[config.mk]
export PLATFORM = sky130hd
export DESIGN_NAME = ingress_port_buffer_flat
export DESIGN_NICKNAME = d
export VERILOG_FILES = /design/src/rtl/ingress_port_buffer_if.sv /design/src/rtl/ingress_port_buffer.sv /design/src/flat_wrapper.sv
export SDC_FILE = /design/constraint.sdc
export NUM_CORES = 1
export LEC_CHECK = 0
export ABC_AREA = 1
export CORE_MARGIN = 2
export CORE_UTILIZATION = 50
export CTS_CLUSTER_SIZE = 24
export DETAILED_ROUTE_END_ITERATION = 10
export PLACE_DENSITY = 0.78
export SYNTH_ARGS = -nofsm -noshare
export SYNTH_HDL_FRONTEND = slang
export SYNTH_SLANG_ARGS = --single-unit
[constraint.sdc]
create_clock -name clk -period 8.8 [get_ports clk]
set_input_delay 1.32 -clock clk [delete_from_list [all_inputs] [get_ports clk]]
set_output_delay 1.32 -clock clk [all_outputs]
set_load 0.01 [all_outputs]
[src/rtl/ingress_port_buffer_if.sv]
// Port-side bundle for ingress_port_buffer.
// The master modport is the environment: the port interface, the output
// arbiters and the statistics block. The slave modport is the buffer itself.
interface ingress_port_buffer_if #(
  parameter int NUM_PORTS = 4,
  parameter int DATA_W    = 8,
  parameter int DEPTH     = 8
);
  localparam int CNT_W = $clog2(DEPTH + 1);

  // Ingress packet beat
  logic                 valid_in;
  logic [NUM_PORTS-1:0] source_in;
  logic [NUM_PORTS-1:0] target_in;
  logic [DATA_W-1:0]    data_in;

  // Crossbar side
  logic [NUM_PORTS-1:0] grant_in;
  logic [NUM_PORTS-1:0] req_out;
  logic                 pkt_valid;
  logic [NUM_PORTS-1:0] pkt_source;
  logic [NUM_PORTS-1:0] pkt_target;
  logic [DATA_W-1:0]    pkt_data;

  // Status and statistics
  logic                 clr_stats;
  logic                 fifo_full;
  logic                 fifo_afull;
  logic [CNT_W-1:0]     fifo_count;
  logic                 drop_pulse;
  logic [15:0]          drop_cnt;

  modport master (
    output valid_in, source_in, target_in, data_in, grant_in, clr_stats,
    input  req_out, pkt_valid, pkt_source, pkt_target, pkt_data,
    input  fifo_full, fifo_afull, fifo_count, drop_pulse, drop_cnt
  );

  modport slave (
    input  valid_in, source_in, target_in, data_in, grant_in, clr_stats,
    output req_out, pkt_valid, pkt_source, pkt_target, pkt_data,
    output fifo_full, fifo_afull, fifo_count, drop_pulse, drop_cnt
  );
endinterface

[src/rtl/ingress_port_buffer.sv]
// ingress_port_buffer: per-port ingress stage of the N-port packet switch.
// Single-beat packets are buffered in a DEPTH-entry FIFO (drop on full or on
// a target that is not exactly one-hot). The head packet requests its target
// output, and once granted it is shown to the crossbar for one cycle and then
// popped.
//
// Build option: define INGRESS_DROP_STATS_EN to implement drop_pulse and the
// 16-bit saturating drop_cnt. When it is undefined, both outputs are tied to
// 0 and dropping itself behaves the same.
//
// All outputs come straight from registers. Each register's next value is
// computed from the same-edge push/pop decisions.
module ingress_port_buffer #(
  parameter int NUM_PORTS = 4,
  parameter int DATA_W    = 8,
  parameter int DEPTH     = 8,
  parameter int AFULL_LVL = DEPTH - 2
) (
  input logic                  clk,
  input logic                  rst,
  ingress_port_buffer_if.slave bus
);

  localparam int PTR_W   = $clog2(DEPTH);
  localparam int CNT_W   = $clog2(DEPTH + 1);
  localparam int ENTRY_W = 2 * NUM_PORTS + DATA_W;

  localparam logic [CNT_W-1:0]     CNT_ZERO   = {CNT_W{1'b0}};
  localparam logic [CNT_W-1:0]     CNT_ONE    = CNT_W'(1'b1);
  localparam logic [CNT_W-1:0]     CNT_DEPTH  = CNT_W'(DEPTH);
  localparam logic [CNT_W-1:0]     CNT_AFULL  = CNT_W'(AFULL_LVL);
  localparam logic [PTR_W-1:0]     PTR_ZERO   = {PTR_W{1'b0}};
  localparam logic [PTR_W-1:0]     PTR_ONE    = PTR_W'(1'b1);
  localparam logic [NUM_PORTS-1:0] PORTS_ZERO = {NUM_PORTS{1'b0}};
  localparam logic [NUM_PORTS-1:0] PORTS_ONE  = NUM_PORTS'(1'b1);
  localparam logic [ENTRY_W-1:0]   ENTRY_ZERO = {ENTRY_W{1'b0}};

  typedef enum logic [1:0] {
    ST_IDLE = 2'd0,
    ST_REQ  = 2'd1,
    ST_XFER = 2'd2
  } state_e;

  // True when exactly one bit of the vector is set.
  function automatic logic is_onehot(input logic [NUM_PORTS-1:0] v);
    logic [NUM_PORTS-1:0] v_minus_one;
    v_minus_one = v - PORTS_ONE;
    return (v != PORTS_ZERO) && ((v & v_minus_one) == PORTS_ZERO);
  endfunction

  // Entry layout: {source, target, data}
  logic [ENTRY_W-1:0]   mem_q [DEPTH];
  logic [PTR_W-1:0]     wr_ptr_q, wr_ptr_d;
  logic [PTR_W-1:0]     rd_ptr_q, rd_ptr_d;
  logic [CNT_W-1:0]     count_q, count_d;
  logic [ENTRY_W-1:0]   head_q, head_d;
  state_e               state_q, state_d;
  logic [NUM_PORTS-1:0] req_q, req_d;
  logic                 pkt_valid_q, pkt_valid_d;
  logic                 full_q, full_d;
  logic                 afull_q, afull_d;

  logic                 tgt_ok_s;
  logic                 push_s;
  logic                 pop_s;
  logic                 drop_s;
  logic [ENTRY_W-1:0]   wr_entry_s;
  logic [NUM_PORTS-1:0] head_tgt_next_s;

  // Push/drop/pop decisions. Push uses the registered count, so a pop at the
  // same edge never makes room for the incoming packet.
  always_comb begin
    tgt_ok_s   = is_onehot(bus.target_in);
    push_s     = bus.valid_in && (count_q < CNT_DEPTH) && tgt_ok_s;
    drop_s     = bus.valid_in && !push_s;
    pop_s      = (state_q == ST_XFER);
    wr_entry_s = {bus.source_in, bus.target_in, bus.data_in};
  end

  // Pointer and occupancy update. Pointers wrap naturally because DEPTH is a
  // power of two.
  always_comb begin
    wr_ptr_d = wr_ptr_q;
    rd_ptr_d = rd_ptr_q;
    count_d  = count_q;
    if (push_s) begin
      wr_ptr_d = wr_ptr_q + PTR_ONE;
    end else begin
      wr_ptr_d = wr_ptr_q;
    end
    if (pop_s) begin
      rd_ptr_d = rd_ptr_q + PTR_ONE;
    end else begin
      rd_ptr_d = rd_ptr_q;
    end
    if (push_s && !pop_s) begin
      count_d = count_q + CNT_ONE;
    end else if (pop_s && !push_s) begin
      count_d = count_q - CNT_ONE;
    end else begin
      count_d = count_q;
    end
  end

  // Next head register: the entry after the popped one, or the incoming
  // packet when it lands in an empty (or just-emptied) FIFO, or zero when
  // the FIFO becomes empty.
  always_comb begin
    head_d = head_q;
    if (pop_s) begin
      if (count_q > CNT_ONE) begin
        head_d = mem_q[rd_ptr_d];
      end else if (push_s) begin
        head_d = wr_entry_s;
      end else begin
        head_d = ENTRY_ZERO;
      end
    end else if (count_q == CNT_ZERO) begin
      if (push_s) begin
        head_d = wr_entry_s;
      end else begin
        head_d = ENTRY_ZERO;
      end
    end else begin
      head_d = head_q;
    end
  end

  // Head FSM next state. Only a grant on the port actually requested counts.
  always_comb begin
    state_d = state_q;
    case (state_q)
      ST_IDLE: begin
        if (count_q != CNT_ZERO) begin
          state_d = ST_REQ;
        end else begin
          state_d = ST_IDLE;
        end
      end
      ST_REQ: begin
        if ((bus.grant_in & req_q) != PORTS_ZERO) begin
          state_d = ST_XFER;
        end else begin
          state_d = ST_REQ;
        end
      end
      ST_XFER: begin
        if (count_d != CNT_ZERO) begin
          state_d = ST_REQ;
        end else begin
          state_d = ST_IDLE;
        end
      end
      default: begin
        state_d = ST_IDLE;
      end
    endcase
  end

  // Next values of the registered outputs, derived from next state/head/count.
  always_comb begin
    head_tgt_next_s = head_d[DATA_W +: NUM_PORTS];
    if (state_d == ST_REQ) begin
      req_d = head_tgt_next_s;
    end else begin
      req_d = PORTS_ZERO;
    end
    pkt_valid_d = (state_d == ST_XFER);
    full_d      = (count_d == CNT_DEPTH);
    afull_d     = (count_d >= CNT_AFULL);
  end

  // Control/status registers with synchronous reset. A reset during XFER
  // simply wins over the pop.
  always_ff @(posedge clk) begin
    if (rst) begin
      state_q     <= ST_IDLE;
      wr_ptr_q    <= PTR_ZERO;
      rd_ptr_q    <= PTR_ZERO;
      count_q     <= CNT_ZERO;
      head_q      <= ENTRY_ZERO;
      req_q       <= PORTS_ZERO;
      pkt_valid_q <= 1'b0;
      full_q      <= 1'b0;
      afull_q     <= (CNT_ZERO >= CNT_AFULL);
    end else begin
      state_q     <= state_d;
      wr_ptr_q    <= wr_ptr_d;
      rd_ptr_q    <= rd_ptr_d;
      count_q     <= count_d;
      head_q      <= head_d;
      req_q       <= req_d;
      pkt_valid_q <= pkt_valid_d;
      full_q      <= full_d;
      afull_q     <= afull_d;
    end
  end

  // Packet storage. Contents need no reset because the pointers and count
  // define which entries are live.
  always_ff @(posedge clk) begin
    if (push_s && !rst) begin
      mem_q[wr_ptr_q] <= wr_entry_s;
    end
  end

`ifdef INGRESS_DROP_STATS_EN
  logic        drop_pulse_q;
  logic [15:0] drop_cnt_q, drop_cnt_d;

  // Drop counter next value: a clear takes priority, but a drop at the
  // clearing edge is still counted.
  always_comb begin
    drop_cnt_d = drop_cnt_q;
    if (bus.clr_stats) begin
      if (drop_s) begin
        drop_cnt_d = 16'h0001;
      end else begin
        drop_cnt_d = 16'h0000;
      end
    end else if (drop_s && (drop_cnt_q != 16'hFFFF)) begin
      drop_cnt_d = drop_cnt_q + 16'h0001;
    end else begin
      drop_cnt_d = drop_cnt_q;
    end
  end

  // Drop statistics registers; the pulse lags the offending edge by a cycle.
  always_ff @(posedge clk) begin
    if (rst) begin
      drop_pulse_q <= 1'b0;
      drop_cnt_q   <= 16'h0000;
    end else begin
      drop_pulse_q <= drop_s;
      drop_cnt_q   <= drop_cnt_d;
    end
  end

  assign bus.drop_pulse = drop_pulse_q;
  assign bus.drop_cnt   = drop_cnt_q;
`else
  // Statistics are not built: the drop decision and the clear input are
  // intentionally left without a consumer.
  logic stats_unused_s;
  assign stats_unused_s = drop_s ^ bus.clr_stats;
  assign bus.drop_pulse = 1'b0;
  assign bus.drop_cnt   = 16'h0000;
`endif

  assign bus.req_out    = req_q;
  assign bus.pkt_valid  = pkt_valid_q;
  assign bus.pkt_source = head_q[ENTRY_W-1 -: NUM_PORTS];
  assign bus.pkt_target = head_q[DATA_W +: NUM_PORTS];
  assign bus.pkt_data   = head_q[DATA_W-1:0];
  assign bus.fifo_full  = full_q;
  assign bus.fifo_afull = afull_q;
  assign bus.fifo_count = count_q;

endmodule

[src/flat_wrapper.sv]
// flat-port wrapper written by rule: the top's interface ports become plain ports
module ingress_port_buffer_flat 
#(
  parameter int NUM_PORTS = 4,
  parameter int DATA_W    = 8,
  parameter int DEPTH     = 8,
  parameter int AFULL_LVL = DEPTH - 2
)
  (clk, rst, bus_valid_in, bus_source_in, bus_target_in, bus_data_in, bus_grant_in, bus_clr_stats, bus_req_out, bus_pkt_valid, bus_pkt_source, bus_pkt_target, bus_pkt_data, bus_fifo_full, bus_fifo_afull, bus_fifo_count, bus_drop_pulse, bus_drop_cnt);
  ingress_port_buffer_if #(.NUM_PORTS(NUM_PORTS), .DATA_W(DATA_W), .DEPTH(DEPTH)) bus_i ();
  input logic clk;
  input logic rst;
  input wire logic [$bits(bus_i.valid_in)-1:0] bus_valid_in;
  input wire logic [$bits(bus_i.source_in)-1:0] bus_source_in;
  input wire logic [$bits(bus_i.target_in)-1:0] bus_target_in;
  input wire logic [$bits(bus_i.data_in)-1:0] bus_data_in;
  input wire logic [$bits(bus_i.grant_in)-1:0] bus_grant_in;
  input wire logic [$bits(bus_i.clr_stats)-1:0] bus_clr_stats;
  output wire logic [$bits(bus_i.req_out)-1:0] bus_req_out;
  output wire logic [$bits(bus_i.pkt_valid)-1:0] bus_pkt_valid;
  output wire logic [$bits(bus_i.pkt_source)-1:0] bus_pkt_source;
  output wire logic [$bits(bus_i.pkt_target)-1:0] bus_pkt_target;
  output wire logic [$bits(bus_i.pkt_data)-1:0] bus_pkt_data;
  output wire logic [$bits(bus_i.fifo_full)-1:0] bus_fifo_full;
  output wire logic [$bits(bus_i.fifo_afull)-1:0] bus_fifo_afull;
  output wire logic [$bits(bus_i.fifo_count)-1:0] bus_fifo_count;
  output wire logic [$bits(bus_i.drop_pulse)-1:0] bus_drop_pulse;
  output wire logic [$bits(bus_i.drop_cnt)-1:0] bus_drop_cnt;
  assign bus_i.valid_in = bus_valid_in;
  assign bus_i.source_in = bus_source_in;
  assign bus_i.target_in = bus_target_in;
  assign bus_i.data_in = bus_data_in;
  assign bus_i.grant_in = bus_grant_in;
  assign bus_i.clr_stats = bus_clr_stats;
  assign bus_req_out = bus_i.req_out;
  assign bus_pkt_valid = bus_i.pkt_valid;
  assign bus_pkt_source = bus_i.pkt_source;
  assign bus_pkt_target = bus_i.pkt_target;
  assign bus_pkt_data = bus_i.pkt_data;
  assign bus_fifo_full = bus_i.fifo_full;
  assign bus_fifo_afull = bus_i.fifo_afull;
  assign bus_fifo_count = bus_i.fifo_count;
  assign bus_drop_pulse = bus_i.drop_pulse;
  assign bus_drop_cnt = bus_i.drop_cnt;
  ingress_port_buffer #(.NUM_PORTS(NUM_PORTS), .DATA_W(DATA_W), .DEPTH(DEPTH), .AFULL_LVL(AFULL_LVL)) u_core (.clk(clk), .rst(rst), .bus(bus_i));
endmodule
==> impl_metrics.tcl, run 1 <==
set metrics [dict create \
    seq_area_sq_um 4540 \
    cp.arrival_ps 4560 \
    worst_pin_slew_ps 1200 \
    coreArea_sq_um 13200 \
    grt_pass1_vias 4808 \
    holdPathStages 2 \
    crit_path_start_kind "input port" \
    ys.warnings.count 0 \
    seq_area_frac_synth_pct 66.9 \
    grt.total_usage_pct 22.1 \
    rr_worst_depth 8 \
    period_minus_slack_ps 4450 \
    place_congestion 0.789 \
    syn_inst 642 \
    post-dp-hpwl_microns 8890 \
    htreeDepth 4 \
    cts-root-buf "clkbuf_16" \
    antenna_cells 0 \
    grt_antenna_before_repair 0 \
    portBuffers 49 \
    reg2reg_from "u_core.bus.fifo_count[3]" \
    reg2reg_slack_ps 5640 \
    final_layout_size_suffix_gt1_share_pct 7.28 \
    syn_area_sq_um 6800 \
    multi_input_area_sq_um 1960 \
    fillers 991 \
    clk_latency_ps 420 \
    fin_ws_ps 4350 \
    skew_ps 6.76 \
    drc 0 \
    detail_route.wl_per_cell_microns 17.7 \
    fin_nets 717 \
    grt_overflow_total 0 \
    crit_path_max_fanout 20 \
    postCtsHoldBufs 0 \
    drt-total-wl_microns 15500 \
    post-route-period-util_pct 50.6 \
    cellLeakagePower_nw 2.91 \
    area_growth_pct 17.6 \
    run_status "finished, final reports clean" \
    die_w_microns 121 \
    worst-endpoint-required_ps 8910 \
    holdWs_ps 505 \
    p_per_area_nw_per_um2 233 \
    min_path_type "flop to flop" \
    die_area_sq_um 14500 \
    cts_buffers 17 \
    synth-main-ff-cell "edfxtp_1" \
    grt_pass1_wl_microns 24000 \
    cts_tree "built" \
    worst_setup_path_end_kind "flop" \
    cts_setup_buffers 0 \
    rr_endpoint "u_core.mem_q[7][11]" \
    synth.distinct_cells 31 \
    via_count 4916 \
    clk_pin_slew_ps 60 \
    setup_tns_ps 0 \
    vdd_ir_drop_max_mv 0.154 \
    die_h_microns 121 \
    synth_edf_count 128 \
    hold_violations 0 \
    postSynthRegisterBits 163 \
    final_area_sq_um 7990 \
    finalMaxSlewViolations 0 \
    cts_buffer_depth 2 \
    fmax_mhz 225 \
    worstSetupPathType "input port to flop" \
    layout_commonest_cell "nand2_1" \
    grt_max_degree 66 \
    slew_headroom_pct 19.5 \
    place_ws_ps 4040 \
    ant_nets 0 \
    min_from "u_core.wr_ptr_q[0]" \
    max_cap_viol_count 0 \
    synthArstFlopShare_pct 0 \
    ctsResizeCount 0 \
    worstHoldEndpoint "u_core.wr_ptr_q[0]" \
    start_util_pct 51.3 \
    rsz0062_at_grt "no" \
    mostFrequentLayoutCells "nand2_1, edfxtp_1, nand3_1, clkdlybuf4s50_1, nor2_1" \
    drt-initial-drc-count 605 \
    setup_viol 0 \
    viasPerCell 5.61 \
    place_area_sq_um 7380 \
    io_pins 68 \
    drt_pre_antenna_iters 10 \
    clkSinkCount 163 \
    num_rows 42 \
    synth.avg_cell_area_sq_um 10.6 \
]
-- through the flow --
step,power [mW],instances,util [%]
global route,1.92,877,60.4
floorplan,1.02,658,-
finish,1.86,877,60.4
detailed placement,1.11,845,55.7
global placement,1.10,845,55.7
CTS,1.86,877,60.4
-- flip-flops by register name, summed over array words and instances, names as in the netlist --
signal	cells
u_core.mem_q	128
u_core.head_q	16
u_core.state_q	2
u_core.bus.fifo_afull	1
u_core.wr_ptr_q	3
u_core.rd_ptr_q	3
u_core.bus.req_out	4
u_core.bus.fifo_count	4
u_core.bus.fifo_full	1
u_core.bus.pkt_valid	1
-- worst max-delay path: stages --
cell	delay, ps
clkdlybuf4s50_1	630
nor2_1	190
nor2_1	60
nor2_1	220
nand2_2	160
inv_1	600
nand2_1	270
nor2_1	720
buf_4	360
-- per-layer routing --
layer	GRT usage, %	vias to the layer above	share of wire, %
met1	27.2	2350	39
met5	0	-	0
li1	-	2298	-
met4	9.16	0	1.9
met2	37.6	236	50
met3	5.09	32	9.2
-- cells by family (layout without fill, tap and decap cells) --
kind of cell / count (synthesis) / after routing / synth area share, %
adder cells (fa/ha/maj): 5 / 5 / 0.921
XOR/XNOR: 2 / 2 / 0.258
AND/OR/NAND/NOR: 329 / 329 / 20.5
buffers and inverters: 71 / 114 / 5.49
AO/OA/AOI/OAI: 71 / 71 / 5.93
other: 1 / 17 / 0.0552
flip-flops: 163 / 163 / 66.9
-- cells in the mapped netlist, types with 2 or more instances --
master | number | area share [%]
nor4_1 | 5 | 0.46
buf_2 | 13 | 0.96
xor2_1 | 2 | 0.26
buf_4 | 22 | 2.4
nand2_1 | 173 | 9.6
a21oi_1 | 14 | 1.0
nor2_1 | 47 | 2.6
edfxtp_1 | 128 | 57
o21ai_0 | 29 | 2.1
ha_1 | 5 | 0.92
o221ai_1 | 3 | 0.39
nand4_1 | 2 | 0.18
o22ai_1 | 6 | 0.55
inv_2 | 3 | 0.17
dfxtp_1 | 35 | 10
inv_1 | 19 | 1.0
nand2_2 | 3 | 0.28
nand3_1 | 96 | 7.1
o21ai_1 | 3 | 0.22
a31oi_1 | 12 | 1.1
clkbuf_1 | 12 | 0.66
-- worst max-delay path by stage --
stage / start / to / slack (ps) / cells after the start
floorplan: bus_target_in[0] / u_core.mem_q[5][0] / 4690 / 8
global placement: bus_target_in[2] / u_core.mem_q[7][10] / 4200 / 9
detailed placement: bus_target_in[2] / u_core.mem_q[7][10] / 4040 / 9
CTS: bus_target_in[2] / u_core.mem_q[7][8] / 4440 / 9
global route: bus_target_in[2] / u_core.mem_q[7][14] / 4190 / 9
finish: bus_target_in[2] / u_core.mem_q[7][11] / 4350 / 9
-- power by group --
part	leakage (nW)	switching (mW)	internal (mW)
clock network	0.289	0.287	0.472
registers	1.44	0.0206	0.858
logic	1.19	0.137	0.0835
-- final cells by class --
class | count | share of cell area (%)
clock buffers | 18 | 5.37
clock inverters | 14 | 2.32
inverters | 23 | 1.08
multi-input cells | 424 | 24.6
flip-flops and latches | 163 | 56.8
well taps | 176 | 2.75
repair buffers | 59 | 7.07
Power figures use the tool's default switching activity.
==> run 2: changes to the inputs <==
--- a/config.mk
+++ b/config.mk
@@ -10,7 +10,7 @@
 export CORE_UTILIZATION = 50
 export CTS_CLUSTER_SIZE = 24
 export DETAILED_ROUTE_END_ITERATION = 10
-export PLACE_DENSITY = 0.78
+export PLACE_DENSITY = 0.81
 export SYNTH_ARGS = -nofsm -noshare
 export SYNTH_HDL_FRONTEND = slang
 export SYNTH_SLANG_ARGS = --single-unit
==> constraint.sdc (replaced) <==
create_clock -name clk -period 3.6 [get_ports clk]
set_input_delay 0.54 -clock clk [delete_from_list [all_inputs] [get_ports clk]]
set_output_delay 0.54 -clock clk [all_outputs]
set_load 0.01 [all_outputs]
==> impl_metrics.tcl, run 2 (synthesized netlist as in run 1, its figures left out) <==
set metrics [dict create \
    reg2reg_slack_ps 1050 \
    worstHoldEndpoint "u_core.bus.pkt_valid" \
    worst_setup_path_end_kind "flop" \
    via_count 5042 \
    cts_buffers 17 \
    top_register "u_core.mem_q" \
    final_layout_size_suffix_gt1_share_pct 8.85 \
    reg.largest.list "u_core.mem_q x128, u_core.head_q x16" \
    clkSinkCount 163 \
    grt_pass1_vias 4884 \
    cts-root-buf "clkbuf_16" \
    reg2reg_from "u_core.state_q[1]" \
    grt_overflow_total 0 \
    fmax_mhz 387 \
    slew_headroom_pct 29.2 \
    detail_route.wl_per_cell_microns 17.6 \
    max_cap_viol_count 0 \
    drt-total-wl_microns 15600 \
    layout_commonest_cell "nand2_1" \
    post-route-period-util_pct 71.7 \
    num_rows 42 \
    clk_pin_slew_ps 60 \
    worst-endpoint-required_ps 3700 \
    cellLeakagePower_nw 2.98 \
    antenna_cells 0 \
    drt-initial-drc-count 628 \
    fillers 1017 \
    rsz0062_at_grt "no" \
    worstSetupPathType "input port to flop" \
    drt_pre_antenna_iters 6 \
    place_ws_ps 627 \
    place_congestion 0.791 \
    grt_max_degree 54 \
    postCtsHoldBufs 0 \
    largest_reg_flops 128 \
    area_growth_pct 18.3 \
    cts_tree "built" \
    coreArea_sq_um 13200 \
    holdPathStages 1 \
    portBuffers 49 \
    die_w_microns 121 \
    fin_nets 728 \
    cp.arrival_ps 2680 \
    run_status "finished, final reports clean" \
    min_path_type "flop to flop" \
    crit_path_start_kind "input port" \
    period_minus_slack_ps 2580 \
    drc 0 \
    p_per_area_nw_per_um2 557 \
    die_area_sq_um 14500 \
    place_area_sq_um 7450 \
    ant_nets 0 \
    grt.total_usage_pct 22.3 \
    fin_ws_ps 1020 \
    rr_worst_depth 11 \
    vdd_ir_drop_max_mv 0.364 \
    setup_tns_ps 0 \
    rr_endpoint "u_core.head_q[4]" \
    min_from "u_core.state_q[1]" \
    mostFrequentLayoutCells "nand2_1, edfxtp_1, nand3_1, clkdlybuf4s50_1, nor2_1" \
    start_util_pct 51.3 \
    ctsResizeCount 0 \
    grt_antenna_before_repair 0 \
    finalMaxSlewViolations 0 \
    crit_path_max_fanout 16 \
    skew_ps 7.95 \
    hold_violations 0 \
    viasPerCell 5.68 \
    io_pins 68 \
    grt_pass1_wl_microns 24300 \
    die_h_microns 121 \
    worst_pin_slew_ps 1060 \
    htreeDepth 4 \
    clk_latency_ps 420 \
    cts_setup_buffers 0 \
    setup_viol 0 \
    final_area_sq_um 8040 \
    cts_buffer_depth 2 \
    post-dp-hpwl_microns 9400 \
]
run 2: worst max-delay path, cell delays in order:
cell and delay, ps:
clkdlybuf4s50_1 610, nor2_1 210, nor2_1 70, nor2_1 210, nand2_2 170, or2_2 370, nor4_2 180, buf_4 320
run 2: how the worst max path moves through the flow:
stage	end	from	cells past startpoint	slack [ps]
after detailed placement	u_core.mem_q[4][12]	bus_target_in[0]	8	630
final	u_core.mem_q[4][15]	bus_target_in[0]	8	1020
after global placement	u_core.mem_q[4][12]	bus_target_in[2]	8	730
after floorplan	u_core.mem_q[5][0]	bus_target_in[0]	8	270
after global routing	u_core.head_q[12]	u_core.state_q[1]	11	810
after CTS	u_core.head_q[4]	u_core.state_q[1]	11	1050
run 2: per-stage QoR:
stage	instances	total power, mW	hold slack, ps	utilization (%)
after floorplan	658	2.48	470	-
after global placement	856	2.70	483	56.3
after detailed placement	856	2.72	516	56.3
after CTS	888	4.48	529	60.7
after global routing	888	4.63	542	60.7
final	888	4.48	530	60.7
run 2: final cells by class:
class	instances	area (sq um)	area share (%)
Clock buffer	23	503	6.25
Inverter	23	86.3	1.07
Sequential cell	163	4540	56.5
Timing Repair Buffer	70	648	8.06
Clock inverter	9	88.8	1.10
Tap cell	176	220	2.74
Multi-Input combinational cell	424	1950	24.3
run 2: report_power, final:
part	internal, mW	switching (mW)
logic	0.213	0.333
clock network	1.06	0.718
registers	2.10	0.0497
run 2: per-layer routing:
layer	global-route usage, %	wire length [microns]	up-vias
met3	5.85	1480	49
met2	36.9	7830	297
met1	27.3	5790	2372
li1	-	-	2324
met5	0	0	-
met4	10.8	501	0
==> run 3: changes to the inputs <==
--- a/config.mk
+++ b/config.mk
@@ -10,7 +10,7 @@
 export CORE_UTILIZATION = 50
 export CTS_CLUSTER_SIZE = 24
 export DETAILED_ROUTE_END_ITERATION = 10
-export PLACE_DENSITY = 0.81
+export PLACE_DENSITY = 0.78
 export SYNTH_ARGS = -nofsm -noshare
 export SYNTH_HDL_FRONTEND = slang
 export SYNTH_SLANG_ARGS = --single-unit
==> constraint.sdc (replaced) <==
create_clock -name clk -period 2.5 [get_ports clk]
set_input_delay 0.375 -clock clk [delete_from_list [all_inputs] [get_ports clk]]
set_output_delay 0.375 -clock clk [all_outputs]
set_load 0.01 [all_outputs]
==> impl_metrics.tcl, run 3 (synthesized netlist as in run 1, its figures left out) <==
set metrics [dict create \
    path_cells "inv_2, nor2_4, nand2_1, xor2_1, inv_1, nand3_1, a21oi_1, a31oi_1, a21oi_1" \
    drc 0 \
    clk_pin_slew_ps 60 \
    hold_violations 0 \
    layout_commonest_cell "nand2_1" \
    setup_tns_ps 0 \
    cp.arrival_ps 2570 \
    clkPwrFrac_pct 39.7 \
    drt_pre_antenna_iters 5 \
    htreeDepth 4 \
    crit_path_start_kind "flop" \
    cts_buffers 17 \
    ant_nets 0 \
    crit_buf_inv 2 \
    met1_usage_pct 29.7 \
    mostFrequentLayoutCells "nand2_1, edfxtp_1, nand3_1, clkdlybuf4s50_1, nor2_1" \
    grt_max_degree 30 \
    switching_share_pct 24.6 \
    post-dp-hpwl_microns 10500 \
    run_status "finished, final reports clean" \
    globalRoute.busiestLayer "met2" \
    path_depth 9 \
    cellLeakagePower_nw 3.07 \
    via_count 5119 \
    clk_latency_ps 430 \
    io_pins 68 \
    ctsResizeCount 0 \
    setup_viol 0 \
    pwr-share-comb_pct 12.8 \
    period_minus_slack_ps 2270 \
    max_cap_viol_count 0 \
    area_growth_pct 21.3 \
    die_h_microns 121 \
    fmax_mhz 440 \
    num_rows 42 \
    post-route-period-util_pct 90.9 \
    clkSinkCount 163 \
    drt-initial-drc-count 553 \
    worst-endpoint-required_ps 2800 \
    rsz0062_at_grt "no" \
    grt_pass1_wl_microns 25700 \
    critical_path.slowest_cell "dfxtp_1" \
    die_area_sq_um 14500 \
    p_total_mw 6.51 \
    cp_slowest_stage_delay_ps 410 \
    grt_pass1_vias 5099 \
    cpLargestDelayFamily "compound AO/OA/AOI/OAI gates" \
    grt_antenna_before_repair 0 \
    crit_path_max_fanout 13 \
    cts_setup_buffers 0 \
    seqPwrFrac_pct 47.5 \
    worstSetupPathType "flop to flop" \
    postCtsHoldBufs 0 \
    antenna_cells 0 \
    worst_setup_path_end_kind "flop" \
    cts-root-buf "clkbuf_16" \
    detail_route.wl_per_cell_microns 17.7 \
    cts_buffer_depth 2 \
    drt-total-wl_microns 16000 \
    die_w_microns 121 \
    slew_headroom_pct 61.3 \
    worst_pin_slew_ps 579 \
    place_congestion 0.848 \
    finalMaxSlewViolations 0 \
    reg.largest.list "u_core.mem_q x128, u_core.head_q x16" \
    viasPerCell 5.63 \
    met3_usage_pct 5.28 \
    coreArea_sq_um 13200 \
    p_int_mw 4.91 \
    portBuffers 49 \
    rr_worst_depth 9 \
    fin_nets 749 \
    final_layout_size_suffix_gt1_share_pct 11.5 \
    top_register "u_core.mem_q" \
    start_util_pct 51.3 \
    cp_common_cell "a21oi_1" \
    largest_reg_flops 128 \
    met2_usage_pct 38.6 \
    min_path_type "flop to flop" \
    cts_tree "built" \
    vdd_ir_drop_max_mv 0.602 \
    grt.total_usage_pct 23.4 \
    holdPathStages 2 \
    p_per_area_nw_per_um2 790 \
    skew_ps 4.93 \
    p_switching_mw 1.60 \
    grt_overflow_total 0 \
]
## run 3: changes by cell type in the layout (fill, tap and decap cells not counted), moves of 3 or more
cell        delta
buf_4         +19
clkinv_2       +3
clkinvlp_4     +3
inv_4          -3
## run 3: layout make-up
| type | count | area (sq um) |
|---|---|---|
| well taps | 176 | 220 |
| inverters | 23 | 86.3 |
| clock inverters | 15 | 166 |
| fillers | 1003 | 5000 |
| repair buffers | 91 | 831 |
| flip-flops and latches | 163 | 4540 |
| clock buffers | 17 | 425 |
| multi-input cells | 424 | 1970 |
## run 3: per-layer routing
| layer | vias up | wire length [microns] | share of wire [%] |
|---|---|---|---|
| met5 | - | 0 | 0 |
| met1 | 2456 | 6500 | 41 |
| met2 | 266 | 7990 | 50 |
| li1 | 2364 | - | - |
| met3 | 33 | 1180 | 7.3 |
| met4 | 0 | 376 | 2.3 |
## run 3: through the flow
| stage | instance area, sq um | util (%) | hold slack (ps) | std cells | setup WS, ps |
|---|---|---|---|---|---|
| global route | 8240 | 62.3 | 514 | 909 | 106 |
| floorplan | 6870 | - | 470 | 658 | 1.97 |
| CTS | 8240 | 62.3 | 506 | 909 | 315 |
| detailed placement | 7650 | 57.8 | 497 | 877 | -19.9 |
| finish | 8240 | 62.3 | 507 | 909 | 228 |
| global placement | 7650 | 57.8 | 480 | 877 | 28.8 |
## run 3: tightest hold or removal path, delay by kind of cell, from the launching register on
| kind | cells | cell delay, ps |
|---|---|---|
| AO/OA/AOI/OAI | 1 | 60 |
| flip-flops | 1 | 330 |
| AND/OR/NAND/NOR | 1 | 70 |
## run 3: final timing paths
| path | startpoint | slack [ps] | to |
|---|---|---|---|
| max | u_core.state_q[1] | 230 | u_core.head_q[15] |
| min | u_core.wr_ptr_q[0] | 510 | u_core.wr_ptr_q[0] |
| max reg2reg | u_core.state_q[1] | 230 | u_core.head_q[15] |
| min reg2reg | u_core.wr_ptr_q[0] | 510 | u_core.wr_ptr_q[0] |
## run 3: power groups by stage
stage                     logic, mW  registers [mW]  clock network, mW
after floorplan               0.409            3.17                  0
after global placement        0.782            3.14                  0
after detailed placement      0.813            3.15                  0
after CTS                     0.823            3.09               2.60
after global routing          0.914            3.10               2.71
final                         0.833            3.09               2.58
